File: config.mk
export PLATFORM = sky130hd
export DESIGN_NAME = aux_multi_src_arbiter
export DESIGN_NICKNAME = d
export VERILOG_FILES = /design/src/rtl/aux_multi_src_arbiter.sv
export SDC_FILE = /design/constraint.sdc
export NUM_CORES = 1
export LEC_CHECK = 0
export CAP_MARGIN = 10
export CORE_UTILIZATION = 60
export CTS_CLUSTER_DIAMETER = 120
export DETAILED_ROUTE_END_ITERATION = 8
export DONT_BUFFER_PORTS = 1
export PLACE_DENSITY = 0.84
export SETUP_SLACK_MARGIN = 0.15
export SLEW_MARGIN = 25
export SYNTH_ARGS = -nofsm -noshare
export SYNTH_HDL_FRONTEND = slang
export SYNTH_SLANG_ARGS = --single-unit
File: constraint.sdc
create_clock -name clk -period 2.6 [get_ports clk]
set_clock_uncertainty 0.05 [all_clocks]
set_input_delay 0.26 -clock clk [delete_from_list [all_inputs] [get_ports clk]]
set_output_delay 0.26 -clock clk [all_outputs]
set_load 0.01 [all_outputs]
File: src/rtl/aux_multi_src_arbiter.sv
// ---------------------------------------------------------------------------
// aux_multi_src_arbiter
//
// Purpose:
//   N-source AUX request arbiter. Grants one requester at a time, latches
//   its transaction, launches it to the native/I2C encoder path and waits
//   for the reply decoder or the reply timeout timer. DEFER replies and
//   timeouts are retried up to MAX_RETRY times. Each source is told
//   whether its transaction succeeded (req_done) or failed (req_failed).
//
// Configuration macro:
//   AUX_ARB_FIXED_PRIO_EN - when defined, the lowest requesting index always
//                           wins and no round-robin pointer is built. Source 0
//                           can starve the others; this gives link training
//                           precedence. When undefined, grants rotate
//                           round-robin.
//
// Ports:
//   clk, rst_n        clock, asynchronous active-low reset
//   req_vld           per-source request, held until req_rdy
//   req_cmd/addr/     per-source transaction fields, source i occupies
//   len/data            slice [W*i +: W]
//   req_rdy           one-cycle accept pulse to the granted source
//   req_done          one-cycle pulse when the owner's transaction is ACKed
//   req_failed        one-cycle pulse on NACK or when retries are exhausted
//   reply_ack(_vld)   reply decoder result: 00 ACK, 01 NACK, 10 DEFER,
//                     11 treated as NACK
//   timer_timeout     reply timeout pulse
//   arb_tr_vld        one-cycle launch pulse to the encoder
//   arb_cmd/address/  latched transaction of the current owner
//   len/data
//   arb_retrans       high together with arb_tr_vld on retry launches
//   arb_src           index of the current owner
//   arb_busy          high whenever the arbiter is not idle
// ---------------------------------------------------------------------------
module aux_multi_src_arbiter #(
  parameter int N_SRC     = 4,
  parameter int MAX_RETRY = 7,
  parameter int ADDR_W    = 20,
  parameter int SRC_W     = $clog2(N_SRC)
) (
  input  logic                    clk,
  input  logic                    rst_n,
  input  logic [N_SRC-1:0]        req_vld,
  input  logic [2*N_SRC-1:0]      req_cmd,
  input  logic [ADDR_W*N_SRC-1:0] req_addr,
  input  logic [8*N_SRC-1:0]      req_len,
  input  logic [8*N_SRC-1:0]      req_data,
  output logic [N_SRC-1:0]        req_rdy,
  output logic [N_SRC-1:0]        req_done,
  output logic [N_SRC-1:0]        req_failed,
  input  logic [1:0]              reply_ack,
  input  logic                    reply_ack_vld,
  input  logic                    timer_timeout,
  output logic                    arb_tr_vld,
  output logic [1:0]              arb_cmd,
  output logic [ADDR_W-1:0]       arb_address,
  output logic [7:0]              arb_len,
  output logic [7:0]              arb_data,
  output logic                    arb_retrans,
  output logic [SRC_W-1:0]        arb_src,
  output logic                    arb_busy
);

  localparam int RW = $clog2(MAX_RETRY + 1);
  localparam logic [RW-1:0] RETRY_LIMIT = RW'(MAX_RETRY);

  localparam logic [1:0] S_IDLE    = 2'd0;
  localparam logic [1:0] S_LAUNCH  = 2'd1;
  localparam logic [1:0] S_WAIT    = 2'd2;
  localparam logic [1:0] S_RESOLVE = 2'd3;

  logic [1:0]       state;
  logic [RW-1:0]    retry_cnt;
  logic [SRC_W-1:0] grant;
  logic             grant_vld;
  logic [N_SRC-1:0] grant_mask;
  logic [N_SRC-1:0] owner_mask;
  logic             is_ack;
  logic             is_defer;
  logic             is_nack;
  logic             retry_event;

  assign grant_mask = N_SRC'(1) << grant;
  assign owner_mask = N_SRC'(1) << arb_src;
  assign arb_busy   = (state != S_IDLE);

  // Reply classification. A valid reply always takes precedence over a
  // timeout arriving in the same cycle; code 11 is folded into NACK.
  assign is_ack      = reply_ack_vld && (reply_ack == 2'b00);
  assign is_defer    = reply_ack_vld && (reply_ack == 2'b10);
  assign is_nack     = reply_ack_vld && !is_ack && !is_defer;
  assign retry_event = is_defer || (!reply_ack_vld && timer_timeout);

`ifdef AUX_ARB_FIXED_PRIO_EN
  // Fixed priority: scan downward so the lowest requesting index is the
  // last one written and therefore wins.
  always_comb begin
    grant     = '0;
    grant_vld = 1'b0;
    for (int i = N_SRC - 1; i >= 0; i--) begin
      if (req_vld[i]) begin
        grant     = SRC_W'(i);
        grant_vld = 1'b1;
      end
    end
  end
`else
  logic [SRC_W-1:0] rr_ptr;
  int               rr_idx;

  // Round-robin: scan N_SRC positions starting at rr_ptr, wrapping to 0,
  // and take the first requester found.
  always_comb begin
    grant     = '0;
    grant_vld = 1'b0;
    rr_idx    = 0;
    for (int k = 0; k < N_SRC; k++) begin
      rr_idx = int'(rr_ptr) + k;
      if (rr_idx >= N_SRC) rr_idx = rr_idx - N_SRC;
      if (!grant_vld && req_vld[rr_idx]) begin
        grant     = SRC_W'(rr_idx);
        grant_vld = 1'b1;
      end
    end
  end

  // The pointer moves just past the source that was granted, so that
  // source has lowest priority in the next arbitration.
  always_ff @(posedge clk or negedge rst_n) begin
    if (!rst_n) begin
      rr_ptr <= '0;
    end else if (state == S_IDLE && grant_vld) begin
      if (grant == SRC_W'(N_SRC - 1)) rr_ptr <= '0;
      else                            rr_ptr <= grant + SRC_W'(1);
    end
  end
`endif

  // Main transaction FSM. Pulse outputs default low every cycle and are
  // raised only in the cycle following the event that causes them.
  always_ff @(posedge clk or negedge rst_n) begin
    if (!rst_n) begin
      state       <= S_IDLE;
      retry_cnt   <= '0;
      req_rdy     <= '0;
      req_done    <= '0;
      req_failed  <= '0;
      arb_tr_vld  <= 1'b0;
      arb_retrans <= 1'b0;
      arb_cmd     <= '0;
      arb_address <= '0;
      arb_len     <= '0;
      arb_data    <= '0;
      arb_src     <= '0;
    end else begin
      req_rdy     <= '0;
      req_done    <= '0;
      req_failed  <= '0;
      arb_tr_vld  <= 1'b0;
      arb_retrans <= 1'b0;
      case (state)
        S_IDLE: begin
          if (grant_vld) begin
            req_rdy     <= grant_mask;
            arb_cmd     <= req_cmd[2*grant +: 2];
            arb_address <= req_addr[ADDR_W*grant +: ADDR_W];
            arb_len     <= req_len[8*grant +: 8];
            arb_data    <= req_data[8*grant +: 8];
            arb_src     <= grant;
            retry_cnt   <= '0;
            state       <= S_LAUNCH;
          end
        end
        S_LAUNCH: begin
          arb_tr_vld  <= 1'b1;
          arb_retrans <= (retry_cnt != '0);
          state       <= S_WAIT;
        end
        S_WAIT: begin
          if (is_ack) begin
            req_done <= owner_mask;
            state    <= S_RESOLVE;
          end else if (is_nack) begin
            req_failed <= owner_mask;
            state      <= S_RESOLVE;
          end else if (retry_event) begin
            if (retry_cnt < RETRY_LIMIT) begin
              retry_cnt <= retry_cnt + RW'(1);
              state     <= S_LAUNCH;
            end else begin
              req_failed <= owner_mask;
              state      <= S_RESOLVE;
            end
          end
        end
        default: begin
          state <= S_IDLE;
        end
      endcase
    end
  end

endmodule

==> summary.md <==
| Metric | Value |
|---|---|
| Routed vias | `3,189` |
| GPL Wtd Cong | `0.868` |
| CTS buffer count | `9` |
| Leak | `1.81 nW` |
| Worst Hold Depth | `2` |
| Switching power | `2.42 mW` |
| Clock Latency Late Sink | `0.34 ns` |
| Layout cells sized above 1 | `0.260` |
| Total Routing Usage GR | `0.273` |
| Startpoint types | `flip-flop` |
| Post-route ant nets | `0` |
| Final setup vio count | `0` |
| Failing checks | `design-rule violations` |
| Sink Count | `61` |
| WL final | `9680 um` |
| WS Path Type | `reg -> reg` |
| Buf/Inv on CP | `2` |
| Int Pwr | `2.90 mW` |
| Share of the cycle needed by the critical path after routing | `0.873` |
| Die footprint | `0.00705 mm2` |
| Distinct cells, synth | `32` |
| Slew HR | `0.552` |
| Final net count | `552` |
| Synth Instances | `407` |
| Max FO, Critical Path | `45` |
| Port bufs | `0` |
| Pwr Density | `1250 mW/mm2` |
| Clock Power Share | `0.155` |
| Post-detail-place hpwl | `6780 um` |
| Syn Area/Cell | `9.90 um2` |
| Crit path capture type | `flip-flop` |
| Vias in the first global route | `3,015` |
| Placement Rows | `29` |
| # DRC | `22` |
| First-pass GRT wire length | `15,200 um` |
| Reg2reg start | `rr_ptr[1]` |
| DR iter-0 viols | `201` |
| Synthesized net count | `572` |
| Post-CTS setup buffer count | `0` |
| Worst path slowest cell | `or4_4` |
| Synth warn | `0` |
| Flop pwr share | `0.343` |
| Worst EP arrival | `2.44 ns` |
| Die width | `84.0 um` |
| Sw Ratio | `0.455` |
| Max Clock Freq | `440 MHz` |
| Critical Path RT | `2.77 ns` |
| CTS Root Cell | `clkbuf_8` |
| CP top delay family | `simple AND/OR/NAND/NOR gates` |
| GRT overflow | `0` |
| Initial core utilization | `0.628` |
| Sequential-to-total area share from yosys stat | `0.379` |
| DR pass1 iterations | `7` |
| #FFs+latches synth | `61` |
| HP Class | `in -> reg` |
| Minimum clock period | `2.27 ns` |
| Via/cell ratio | `6.80` |
| H-tree depth | `3` |
| Final slew viol count | `0` |
| Hold worst-path end | `state[0]` |
| Top Ports | `217` |
| Die Height | `84.0 um` |
| Reg-to-reg slack, setup | `0.33 ns` |
| Area growth from synthesis to layout | `5.34%` |
| Mean routed wirelength per cell | `20.6 um` |
| RR Endpoint | `arb_len[5]` |
| Setup_tns | `0 ns` |
| CORE AREA | `0.00642 mm2` |
| TritonCTS clock tree | `built` |
| Pwr Total | `5.32 mW` |
| Max Cap Viol | `0` |
| Min-Delay Startpoint | `timer_timeout` |
| Critical-path cell list | `inv_2 -> or4_4 -> buf_12 -> and3_1 -> a211oi_1 -> o31ai_1` |
| Max VDD drop | `693 uV` |
| Status | `finished with violations` |
| Reg2Reg Depth | `6` |
| Worst path max stage delay | `0.71 ns` |
| Final hold vios | `0` |
| Clock buffer depth | `2` |
| N_diodes | `0` |
| Logic pwr share | `0.501` |
| Largest net degree at the start of global routing | `62` |
| Initial antenna violation count | `0` |
| Worst Tran Pin Value | `0.672 ns` |
| Synthesized cell area | `0.00403 mm2` |
| RSZ-0062 raised after global routing | `no` |
| Clock Pin Slew Worst Setup and Hold Paths | `0.07 ns` |
[sequential cells by signal (all words and copies together) (netlist names)]
name	count
arb_address	20
arb_cmd	2
arb_data	8
arb_len	8
arb_retrans	1
arb_src	2
arb_tr_vld	1
req_done	4
req_failed	4
req_rdy	4
retry_cnt	3
rr_ptr	2
state	2
[through the flow]
stage / instances / util / worst slack, ns / area, um2 / hold slack, ns
finish: 469 / 0.661 / 0.329 / 4250 / 0.0922
CTS: 469 / 0.660 / 0.220 / 4240 / 0.0792
detailed placement: 451 / 0.625 / 0.234 / 4010 / -0.0844
floorplan: 407 / - / 0.670 / 4030 / -0.0856
global route: 469 / 0.661 / 0.187 / 4250 / 0.0684
global placement: 451 / 0.625 / 0.394 / 4010 / -0.0844
[power by group through the flow]
stage	clock network [mW]	logic (mW)	registers [mW]
final	0.827	2.67	1.83
after global routing	0.892	2.93	1.87
after CTS	0.843	2.67	1.83
after detailed placement	0	2.65	1.84
after global placement	0	2.54	1.83
after floorplan	0	2.30	1.73
[worst max path at each step]
stage,from,to,slack [ns],cells after the start
global route,rr_ptr[1],arb_len[5],0.19,6
detailed placement,rr_ptr[1],arb_address[2],0.23,6
CTS,rr_ptr[1],arb_address[2],0.22,6
finish,rr_ptr[1],arb_len[5],0.33,6
global placement,rr_ptr[1],arb_len[5],0.39,6
floorplan,rr_ptr[1],rr_ptr[1],0.67,8
[placed cells by master (no fill, tap or decap), types with 2 or more instances in the layout]
master,Yosys,routed
clkbuf_1,21,2
nand2_1,50,50
clkinv_2,0,2
or4_4,2,2
a211oi_2,40,40
nand2b_1,2,2
nor2b_1,7,7
o31ai_2,29,29
ha_1,3,3
o31ai_1,10,10
inv_2,2,2
nor3_1,8,8
dfrtp_1,61,61
and3_1,76,76
o21ai_0,6,6
a211oi_1,39,39
clkbuf_8,0,10
buf_4,1,3
nand3_1,3,3
nor2_1,10,10
inv_1,5,5
buf_12,0,4
a21oi_1,2,2
[cell families after synthesis]
family                   count (synthesis)  synth area share
adder cells (fa/ha/maj)                  3           0.00931
flip-flops                              61             0.379
AND/OR/NAND/NOR                        165             0.219
AO/OA/AOI/OAI                          130             0.326
buffers and inverters                   48            0.0671
[repair_timing]
item                                    CTS  global route
hold buffers                              2             0
gates resized for setup                   0             1
endpoints found under the setup margin    0             2
hold endpoints to repair                 61             0
[Yosys cell counts]
library cell,instances,area share
and3_1,76,0.12
dfrtp_1,61,0.38
nand2_1,50,0.047
a211oi_2,40,0.12
a211oi_1,39,0.073
o31ai_2,29,0.090
clkbuf_1,21,0.020
buf_6,10,0.028
nor2_1,10,0.0093
o31ai_1,10,0.019
buf_2,9,0.011
nor3_1,8,0.0099
nor2b_1,7,0.011
o21ai_0,6,0.0075
inv_1,5,0.0047
ha_1,3,0.0093
nand3_1,3,0.0037
a21oi_1,2,0.0025
inv_2,2,0.0019
nand2b_1,2,0.0031
or2_2,2,0.0031
or4_4,2,0.0056
a21boi_1,1,0.0019
a2bb2oi_1,1,0.0022
a31o_2,1,0.0022
and2_1,1,0.0016
and3b_1,1,0.0022
buf_4,1,0.0019
nand2_2,1,0.0016
nor4_1,1,0.0016
o32ai_2,1,0.0040
or3b_2,1,0.0022
[layer usage]
layer / routed length, um / track usage / part of all wire
met1: 3920 / 0.335 / 0.40
met2: 4820 / 0.457 / 0.50
met3: 823 / 0.0870 / 0.085
met4: 114 / 0.0846 / 0.012
met5: 0 / 0 / 0
[cell type report]
cell class / count / area, um2
flip-flops and latches: 61 / 1530
repair buffers: 10 / 151
fillers: 508 / 2180
clock buffers: 12 / 145
multi-input cells: 298 / 2250
clock inverters: 4 / 47.5
well taps: 77 / 96.3
inverters: 7 / 26.3
(Power assumes the default switching activity.)
